`src/rtl/down_counter_if.sv`:
```
// Handshake bundle for the loadable down-counter/timer.
// master drives load/din/en/auto_reload; slave returns q/tc/busy.
interface down_counter_if #(
    parameter int WIDTH = 4
);
    logic             load;
    logic [WIDTH-1:0] din;
    logic             en;
    logic             auto_reload;
    logic [WIDTH-1:0] q;
    logic             tc;
    logic             busy;

    modport master (
        output load,
        output din,
        output en,
        output auto_reload,
        input  q,
        input  tc,
        input  busy
    );

    modport slave (
        input  load,
        input  din,
        input  en,
        input  auto_reload,
        output q,
        output tc,
        output busy
    );
endinterface

```
`src/rtl/down_counter.sv`:
```
// Loadable down-counter/timer with one-shot or auto-reload expiry.
// Ports: clk, rst (async active-low), bus (slave): load/din/en/auto_reload in; q/tc/busy out.
module down_counter #(
    parameter int WIDTH = 4
) (
    input  logic            clk,
    input  logic            rst,
    down_counter_if.slave   bus
);
    typedef enum logic {
        IDLE = 1'b0,
        RUN  = 1'b1
    } state_t;

    localparam logic [WIDTH-1:0] ONE  = WIDTH'(1);
    localparam logic [WIDTH-1:0] ZERO = '0;

    state_t           state_q, state_d;
    logic [WIDTH-1:0] q_q, q_d;
    logic [WIDTH-1:0] period_q, period_d;
    logic             tc_q, tc_d;

    logic             step;
    logic             do_load;
    logic             do_expire;
    logic             do_dec;

    // RUN is only entered with a nonzero load, so q never sits at 0
    // in RUN and the decrement path can never underflow.
    assign step      = (state_q == RUN) && bus.en;
    assign do_load   = bus.load;
    assign do_expire = !bus.load && step && (q_q == ONE);
    assign do_dec    = !bus.load && step && (q_q != ONE);

    always_ff @(posedge clk or negedge rst) begin
        if (!rst) begin
            state_q  <= IDLE;
            q_q      <= ZERO;
            period_q <= ZERO;
            tc_q     <= 1'b0;
        end else begin
            state_q  <= state_d;
            q_q      <= q_d;
            period_q <= period_d;
            tc_q     <= tc_d;
        end
    end

    always_comb begin
        state_d  = state_q;
        q_d      = q_q;
        period_d = period_q;
        tc_d     = 1'b0;
        unique case (1'b1)
            do_load: begin
                q_d      = bus.din;
                period_d = bus.din;
                state_d  = (bus.din != ZERO) ? RUN : IDLE;
            end
            do_expire: begin
                tc_d = 1'b1;
                if (bus.auto_reload) begin
                    q_d = period_q;
                end else begin
                    q_d     = ZERO;
                    state_d = IDLE;
                end
            end
            do_dec: begin
                q_d = q_q - ONE;
            end
            default: ;
        endcase
    end

    assign bus.q    = q_q;
    assign bus.tc   = tc_q;
    assign bus.busy = (state_q == RUN);
endmodule
```
`src/flat_wrapper.sv`:
```
// flat-port wrapper written by rule: the top's interface ports become plain ports
module down_counter_flat 
#(
    parameter int WIDTH = 4
)
  (clk, rst, bus_load, bus_din, bus_en, bus_auto_reload, bus_q, bus_tc, bus_busy);
  down_counter_if #(.WIDTH(WIDTH)) bus_i ();
  input  logic clk;
  input  logic rst;
  input wire logic [$bits(bus_i.load)-1:0] bus_load;
  input wire logic [$bits(bus_i.din)-1:0] bus_din;
  input wire logic [$bits(bus_i.en)-1:0] bus_en;
  input wire logic [$bits(bus_i.auto_reload)-1:0] bus_auto_reload;
  output wire logic [$bits(bus_i.q)-1:0] bus_q;
  output wire logic [$bits(bus_i.tc)-1:0] bus_tc;
  output wire logic [$bits(bus_i.busy)-1:0] bus_busy;
  assign bus_i.load = bus_load;
  assign bus_i.din = bus_din;
  assign bus_i.en = bus_en;
  assign bus_i.auto_reload = bus_auto_reload;
  assign bus_q = bus_i.q;
  assign bus_tc = bus_i.tc;
  assign bus_busy = bus_i.busy;
  down_counter #(.WIDTH(WIDTH)) u_core (.clk(clk), .rst(rst), .bus(bus_i));
endmodule
```
`config.mk`:
```
export PLATFORM = sky130hd
export DESIGN_NAME = down_counter_flat
export DESIGN_NICKNAME = d
export VERILOG_FILES = /design/src/rtl/down_counter_if.sv /design/src/rtl/down_counter.sv /design/src/flat_wrapper.sv
export SDC_FILE = /design/constraint.sdc
export NUM_CORES = 1
export LEC_CHECK = 0
export BUFFER_PORTS_ARGS = -buffer_cell sky130_fd_sc_hd__buf_2
export CORE_AREA = 5 5 42 44
export CTS_CLUSTER_SIZE = 20
export DETAILED_ROUTE_END_ITERATION = 6
export DIE_AREA = 0 0 47 49
export PLACE_DENSITY_LB_ADDON = 0.08
export SYNTH_ARGS = -nofsm -noshare
export SYNTH_HDL_FRONTEND = slang
export SYNTH_SLANG_ARGS = --single-unit
```
`constraint.sdc`:
```
create_clock -name clk -period 2.05 [get_ports clk]
set_input_delay 0.3075 -clock clk [delete_from_list [all_inputs] [get_ports clk]]
set_output_delay 0.3075 -clock clk [all_outputs]
set_load 0.01 [all_outputs]
```
==> results of run 1 <==
[power breakdown]
group          switching, uW  internal [uW]  total [uW]
combinational           54.5           47.1         102
clock                   62.5           67.6         130
sequential              19.3            217         237
[critical path: cells and delay by family, from the launching register on]
family | cells | cell delay (ps)
AOI/OAI and AO/OA | 1 | 70
adders and majority gates | 1 | 150
buffers and inverters | 1 | 90
DFF | 1 | 410
and+or+nand+nor | 3 | 850
[cell usage in the layout (no fill, tap or decap)]
cell / Yosys / routed
nand3_1: 1 / 1
a22oi_1: 3 / 3
o21ai_0: 1 / 1
mux2_2: 3 / 3
a21oi_1: 2 / 2
ha_1: 2 / 2
nand2_1: 6 / 6
inv_1: 4 / 4
dfrtp_1: 10 / 10
o211ai_2: 1 / 1
nand3b_1: 1 / 1
nor3_1: 3 / 3
o41ai_1: 2 / 2
nor2b_1: 1 / 1
xnor2_1: 1 / 1
buf_2: 0 / 14
clkbuf_4: 0 / 3
dlygate4sd3_1: 0 / 1
o211ai_1: 3 / 3
o21ai_1: 1 / 1
or3b_4: 1 / 1
nor2_1: 1 / 1
nor4_4: 1 / 1
[layout make-up]
type | count | share of cell area (%)
Inverter | 4 | 2.33
Sequential cell | 10 | 38.9
Timing Repair Buffer | 15 | 12.5
Tap cell | 16 | 3.11
Multi-Input combinational cell | 34 | 39.7
Clock buffer | 3 | 3.50
[state kept, by name (all words and copies together), names as in the netlist]
register	count
u_core.bus.tc	1
u_core.bus.busy	1
u_core.period_q	4
u_core.bus.q	4
[worst paths after layout]
check | to | depth (start not counted)
max | u_core.bus.q[3] | 6
min | u_core.period_q[2] | 3
max reg2reg | u_core.bus.q[3] | 6
min reg2reg | u_core.bus.q[0] | 2
max in group asynchronous | u_core.bus.q[1] | 2
min in group asynchronous | u_core.bus.busy | 2
[timing repair]
item                                   4_1_cts  5_1_grt
hold buffers                                 1        0
endpoints found under the hold margin       10        0
resized for setup                            0        0
[per-stage QoR]
step / worst slack (ps) / area (um2)
after global routing: 289 / 643
after global placement: 419 / 611
after floorplan: 486 / 543
final: 405 / 643
after detailed placement: 419 / 611
after CTS: 401 / 643
[cell families (layout without fill, tap and decap cells)]
family                     count (synthesis)  in the layout  synth area share, %
and+or+nand+nor                           15             15                 17.0
DFF                                       10             10                 46.1
AOI/OAI and AO/OA                         13             13                 17.5
adders and majority gates                  2              2                 4.61
xor gates and xnor gates                   1              1                 1.61
buffers and inverters                      6             22                 6.91
muxes                                      3              3                 6.22
[per-layer routing]
layer | routed length (um) | share of wire [%]
met4 | 40 | 3.6
met3 | 66 | 5.9
met2 | 481 | 43
met1 | 526 | 47
met5 | 0 | 0
==> flow_metrics.py, run 1 <==
metrics = {
    "grt": {
        "grt_pass1_wl_mm": 1.90,
        "grt_pass1_vias": 396,
        "grt_max_degree": 17,
        "globalRouteMet3Util_pct": 2.21,
        "use_met2_pct": 14.3,
        "grt-busiest-layer": "met1",
        "antenna_found_initial": 0,
        "grt_overflow": 0,
        "grt_util_all_layers_pct": 11.8,
        "grtUsageMet1_pct": 17.9,
    },
    "timing": {
        "fin_crit_sh_pct": 80.3,
        "final-setup-viol-count": 0,
        "finalSetupTns_ps": 0,
        "slew_violations": 0,
        "fin_skew_ps": 0.523,
        "finalCriticalPeriod_ps": 1650,
        "hold_viol": 0,
        "max_slew_margin_pct": 77.5,
        "rsz0062_at_grt": "no",
        "holdWs_ps": 297,
        "worst-slew-pin-transition_ps": 338,
        "clock.fmax_mhz": 608,
    },
    "detailed_routing": {
        "vias": 436,
        "wl_mm": 1.12,
        "post-route-drc-count": 0,
        "dr.pass1.iters": 4,
        "vias_per_cell": 5.32,
        "drtIter0Drc": 16,
        "ant_nets": 0,
        "drt-wirelength-per-cell_um": 13.6,
    },
    "layout": {
        "nNetsFinal": 79,
        "antennaDiodeCount": 0,
        "fillCellCount": 156,
        "final_core_util_pct": 45.9,
        "areaGrowthSynthToFinish_pct": 18.4,
        "layout.cells.non_filler": 82,
        "drive_above_1_share_pct": 34.8,
        "regArea_um2": 250,
        "multi_input_area_um2": 255,
    },
    "synth": {
        "synthTopCellsByCount": "dfrtp_1, nand2_1, inv_1",
        "synth_warnings": 0,
        "synth-edff-count": 0,
        "synth_most_common_cell": "dfrtp_1",
        "async_reset_ff_share_pct": 100,
        "ys_ff_latch": 10,
        "synth_top_area_cell": "dfrtp_1",
        "syn-cell-area_um2": 543,
        "yosys.cell_types.count": 21,
        "synth_nets": 61,
        "syn_avg_cell_area_um2": 10.9,
        "yosysTopAreaCellShare_pct": 46.1,
        "synthCells": 50,
        "synth_area_leaders": "dfrtp_1, mux2_2, ha_1",
        "yosys_most_used_dff": "dfrtp_1",
        "seq_area_frac_synth_pct": 46.1,
    },
    "cts": {
        "cts_sinks": 10,
        "clock_latency_ps": 260,
        "clock_path_buffers": 2,
        "cts_tree": "built",
        "clock-root-buffer": "clkbuf_4",
        "htreeDepth": 1,
        "post_cts_buffers": 0,
        "cts-buffers-inserted": 3,
        "clk_pin_slew_ps": 60,
    },
    "worst_setup_path": {
        "cp_cell_sequence": "inv_1 -> ha_1 -> or3b_4 -> nor4_4 -> nand3b_1 -> o211ai_2",
        "r2r-start": "u_core.bus.q[1]",
        "cpMaxStageDelayCell": "dfrtp_1",
        "path_max_fanout": 4,
        "r2r_slack_ps": 400,
        "end_kind": "register",
        "critPathLaunch": "u_core.bus.q[1]",
        "max_stage_delay_ps": 410,
        "criticalPathCategory": "register to register",
        "critPathRequiredTime_ps": 2240,
        "crit_arrival_ps": 1830,
        "setup.worst_path.start_class": "register",
    },
    "floorplanning": {
        "die_w_um": 47,
        "initial_core_util_pct": 38.8,
        "core_um2": 1400,
        "die_y_um": 49,
        "num_rows": 14,
        "die_area_um2": 2300,
        "ios": 15,
    },
    "flow_run": {
        "maxCapViolations": 0,
    },
    "power": {
        "power_uw": 469,
        "p_per_area_nw_per_um2": 729,
        "leakage_uw": 0.000290,
        "irDropWorstVdd_mv": 0.390,
    },
    "place": {
        "place_inst": 78,
        "gp_congestion": 0.696,
        "port_buffers": 14,
        "hpwl_um": 841,
    },
    "status": {
        "status": "finished clean",
    },
    "hold_path": {
        "hold_class": "input port to register",
        "min_from": "bus_din[2]",
    },
}
(Power assumes the default switching activity.)
==> run 2, diff against run 1 <==
- clock period: 2.05 -> 1.62 ns (I/O delays scaled with it)
==> flow_metrics.py, run 2 (synthesis gave the netlist of run 1 again) <==
metrics = {
    "layout": {
        "nNetsFinal": 82,
        "layout_common_cells": "buf_2, dfrtp_1, nand2_1",
        "layout.cells.non_filler": 85,
        "final_common_cell": "buf_2",
        "drive_above_1_share_pct": 40.6,
        "antennaDiodeCount": 0,
        "areaGrowthSynthToFinish_pct": 24.9,
    },
    "worst_setup_path": {
        "criticalPathCategory": "register to register",
        "critPathLaunch": "u_core.bus.q[1]",
        "setup.worst_path.start_class": "register",
        "r2r_slack_ps": 40,
        "critPathRequiredTime_ps": 1800,
        "path_max_fanout": 4,
        "crit_arrival_ps": 1760,
        "r2r-start": "u_core.bus.q[1]",
        "regToRegEndpoint": "u_core.bus.q[0]",
        "end_kind": "register",
        "endpoint": "u_core.bus.q[0]",
        "reg2regPathDepth": 6,
    },
    "cts": {
        "cts-buffers-inserted": 3,
        "clock-root-buffer": "clkbuf_4",
        "htreeDepth": 1,
        "clock_latency_ps": 260,
        "clock_path_buffers": 2,
        "cts_sinks": 10,
        "cts_tree": "built",
        "clk_pin_slew_ps": 60,
        "post_cts_buffers": 0,
    },
    "timing": {
        "final-setup-viol-count": 0,
        "clock.fmax_mhz": 631,
        "worst-slew-pin-transition_ps": 307,
        "holdWs_ps": 241,
        "finalCriticalPeriod_ps": 1580,
        "slew_violations": 0,
        "rsz0062_at_grt": "yes",
        "hold_viol": 0,
        "fin_crit_sh_pct": 97.8,
        "fin_skew_ps": 1.27,
        "max_slew_margin_pct": 79.3,
    },
    "detailed_routing": {
        "drtIter0Drc": 10,
        "ant_nets": 0,
        "vias_per_cell": 5.20,
        "wl_mm": 1.10,
        "drt-wirelength-per-cell_um": 13.0,
        "post-route-drc-count": 0,
        "dr.pass1.iters": 4,
        "vias": 442,
    },
    "grt": {
        "grt_overflow": 0,
        "grt_pass1_wl_mm": 1.79,
        "antenna_found_initial": 0,
        "grt_max_degree": 17,
        "grt_pass1_vias": 418,
        "grt_util_all_layers_pct": 10.8,
    },
    "floorplanning": {
        "die_y_um": 49,
        "die_w_um": 47,
        "ios": 15,
        "initial_core_util_pct": 38.8,
        "num_rows": 14,
        "core_um2": 1400,
        "die_area_um2": 2300,
    },
    "flow_run": {
        "maxCapViolations": 0,
    },
    "place": {
        "port_buffers": 14,
        "hpwl_um": 853,
        "gp_congestion": 0.700,
        "place_inst": 81,
    },
    "power": {
        "irDropWorstVdd_mv": 0.369,
        "power_uw": 616,
        "p_per_area_nw_per_um2": 908,
        "leakage_uw": 0.000305,
    },
    "hold_path": {
        "hold_class": "input port to register",
    },
    "status": {
        "status": "finished clean",
    },
}
## run 2: repair_timing
item / CTS / global route
endpoints found under the setup margin: 0 / 5
hold endpoints to repair: 10 / 0
hold buffers: 1 / 0
gates resized for setup: 0 / 3
## run 2: worst max-delay path, stage by stage, from the launching register on
cell	delay [ps]
dfrtp_1	380
inv_2	80
ha_4	130
or3b_4	400
nor4_4	310
nand2_1	100
o211ai_1	100
## run 2: power by group
part,switching [uW],internal [uW]
clock,80.0,85.7
combinational,81.8,75.0
sequential,18.0,275
total,180,436
## run 2: per-layer routing
layer	share of wire, %	track usage (%)	up-vias
met5	0	0	-
met3	6.0	2.21	4
li1	-	-	220
met4	2.3	6.91	0
met2	45	14.0	17
met1	47	15.6	201
## run 2: layout make-up
class | instances | area (um2)
Sequential cell | 10 | 250
Multi-Input combinational cell | 34 | 268
Inverter | 4 | 15.0
Tap cell | 16 | 20.0
Clock buffer | 3 | 22.5
Fill cell | 139 | 723
Timing Repair Buffer | 18 | 103
## run 2: worst min-delay path by stage
stage	slack, ps	end	startpoint	cells after the start
finish	240	u_core.bus.busy	bus_din[2]	3
global route	260	u_core.bus.busy	bus_din[2]	3
CTS	240	u_core.bus.busy	bus_din[2]	3
detailed placement	120	u_core.bus.busy	rst	1
global placement	120	u_core.bus.busy	rst	1
floorplan	-50	u_core.bus.busy	rst	0
## run 2: metrics by stage
stage                     setup TNS [ps]  util [%]  setup slack, ps  instance area [um2]
after floorplan                        0         -             56.3                  543
after global placement                 0      45.2             53.6                  633
after detailed placement               0      45.2             44.7                  633
after CTS                              0      47.5             25.2                  666
after global routing               -77.6      48.4            -46.2                  678
final                                  0      48.4             36.1                  678
==> run 3, diff against run 2 <==
- RECOVER_POWER: default -> 25
- SETUP_SLACK_MARGIN: default -> 0.15
==> flow_metrics.py, run 3 (synthesis gave the netlist of run 1 again) <==
metrics = {
    "place": {
        "place_inst": 81,
        "dp_slack_ps": 35.7,
        "gp_congestion": 0.696,
        "hpwl_um": 891,
        "port_buffers": 14,
    },
    "layout": {
        "final_core_util_pct": 50.9,
        "areaGrowthSynthToFinish_pct": 31.3,
        "nNetsFinal": 84,
        "drive_above_1_share_pct": 43.1,
        "multi_input_area_um2": 275,
        "antennaDiodeCount": 0,
        "final_common_cell": "buf_2",
        "layout.cells.non_filler": 88,
        "regArea_um2": 250,
        "fillCellCount": 142,
        "layout_common_cells": "buf_2, dfrtp_1, nand2_1, buf_4",
    },
    "grt": {
        "grt_pass1_wl_mm": 1.94,
        "grt_pass1_vias": 415,
        "antenna_found_initial": 0,
        "grt_max_degree": 17,
        "grt_util_all_layers_pct": 12.0,
        "grt_overflow": 0,
    },
    "cts": {
        "clock_latency_ps": 260,
        "cts_tree": "built",
        "htreeDepth": 1,
        "cts_sinks": 10,
        "cts-buffers-inserted": 3,
        "clk_pin_slew_ps": 70,
        "clock-root-buffer": "clkbuf_4",
        "clock_path_buffers": 2,
    },
    "detailed_routing": {
        "ant_nets": 0,
        "vias_per_cell": 5.16,
        "post-route-drc-count": 0,
        "dr.pass1.iters": 4,
        "drtIter0Drc": 18,
        "drt-wirelength-per-cell_um": 13.6,
        "dr_wl_met2_um": 597,
        "routed-wl-met3_um": 87,
        "vias": 454,
        "wl_met1_um": 487,
        "highest_layer": "met4",
        "wl_mm": 1.20,
    },
    "timing": {
        "final-setup-viol-count": 0,
        "worst-slew-pin-transition_ps": 559,
        "fin_skew_ps": 3.11,
        "rsz0062_at_grt": "yes",
        "finalCriticalPeriod_ps": 1560,
        "clock.fmax_mhz": 639,
        "max_slew_margin_pct": 62.7,
        "hold_viol": 0,
        "slew_violations": 0,
        "fin_crit_sh_pct": 96.5,
        "holdWs_ps": 242,
        "setup_slack_ps": 55.9,
    },
    "worst_setup_path": {
        "r2r-start": "u_core.bus.q[1]",
        "path_max_fanout": 4,
        "critPathLaunch": "u_core.bus.q[1]",
        "criticalPathCategory": "register to register",
        "regToRegEndpoint": "u_core.bus.q[3]",
        "end_kind": "register",
        "critPathRequiredTime_ps": 1810,
        "setup.worst_path.start_class": "register",
        "reg2regPathDepth": 6,
        "r2r_slack_ps": 60,
        "crit_arrival_ps": 1750,
        "endpoint": "u_core.bus.q[3]",
    },
    "power": {
        "leakage_uw": 0.000322,
        "p_per_area_nw_per_um2": 959,
        "irDropWorstVdd_mv": 0.705,
    },
    "floorplanning": {
        "initial_core_util_pct": 38.8,
        "num_rows": 14,
        "die_w_um": 47,
        "core_um2": 1400,
        "ios": 15,
        "die_y_um": 49,
        "die_area_um2": 2300,
    },
    "status": {
        "status": "finished clean",
    },
    "hold_path": {
        "hold_class": "input port to register",
        "hold_path_depth": 3,
    },
    "flow_run": {
        "maxCapViolations": 0,
    },
}
run 3: cell types whose count changed in the layout (fill, tap and decap cells not counted):
cell,previous run,this run
clkbuf_8,0,1
buf_2,14,13
clkbuf_1,0,1
o41ai_2,0,1
o41ai_1,2,1
buf_4,3,5
run 3: repair_timing:
action	in CTS	in global routing
pin swaps	2	1
gates cloned	0	0
hold endpoints to repair	10	0
setup endpoints to repair	5	5
gates resized for setup	4	0
buffers inserted	2	0
hold buffers	1	0
run 3: how the worst min path moves through the flow:
stage | startpoint | to
final | bus_din[2] | u_core.bus.q[2]
after global routing | bus_din[0] | u_core.period_q[0]
after CTS | bus_din[2] | u_core.bus.q[2]
after detailed placement | rst | u_core.bus.q[1]
after global placement | rst | u_core.bus.tc
after floorplan | rst | u_core.bus.busy
run 3: routing by layer:
layer | vias to the layer above | GRT usage (%)
li1 | 225 | -
met1 | 206 | 15.9
met2 | 19 | 17.4
met3 | 4 | 3.32
met4 | 0 | 5.53
met5 | - | 0
run 3: per-stage QoR:
step / setup TNS (ps) / total power [uW] / cell area (um2)
5_1_grt: -119 / 731 / 713
2_1_floorplan: 0 / 386 / 543
3_3_place_gp: 0 / 450 / 633
4_1_cts: 0 / 691 / 714
6_report: 0 / 684 / 713
3_5_place_dp: 0 / 448 / 633
run 3: where the power goes:
part | total (uW) | internal (uW) | leakage [uW] | switching [uW]
registers | 295 | 275 | 0.000121 | 20.4
clock network | 220 | 136 | 0.0000210 | 83.5
logic | 169 | 83.3 | 0.000181 | 85.3
total | 684 | 495 | 0.000322 | 189
run 3: worst max-delay path, cell delays in order (launching register included):
cell and delay (ps):
dfrtp_1 390, inv_2 80, ha_4 120, or3b_4 410, nor4_4 300, nand3b_1 130, o211ai_2 70
run 3: final cells by class:
cell class	instances	area share [%]
well taps	16	2.81
inverters	4	2.11
flip-flops and latches	10	35.1
clock buffers	4	5.09
multi-input cells	34	38.6
repair buffers	20	16.3
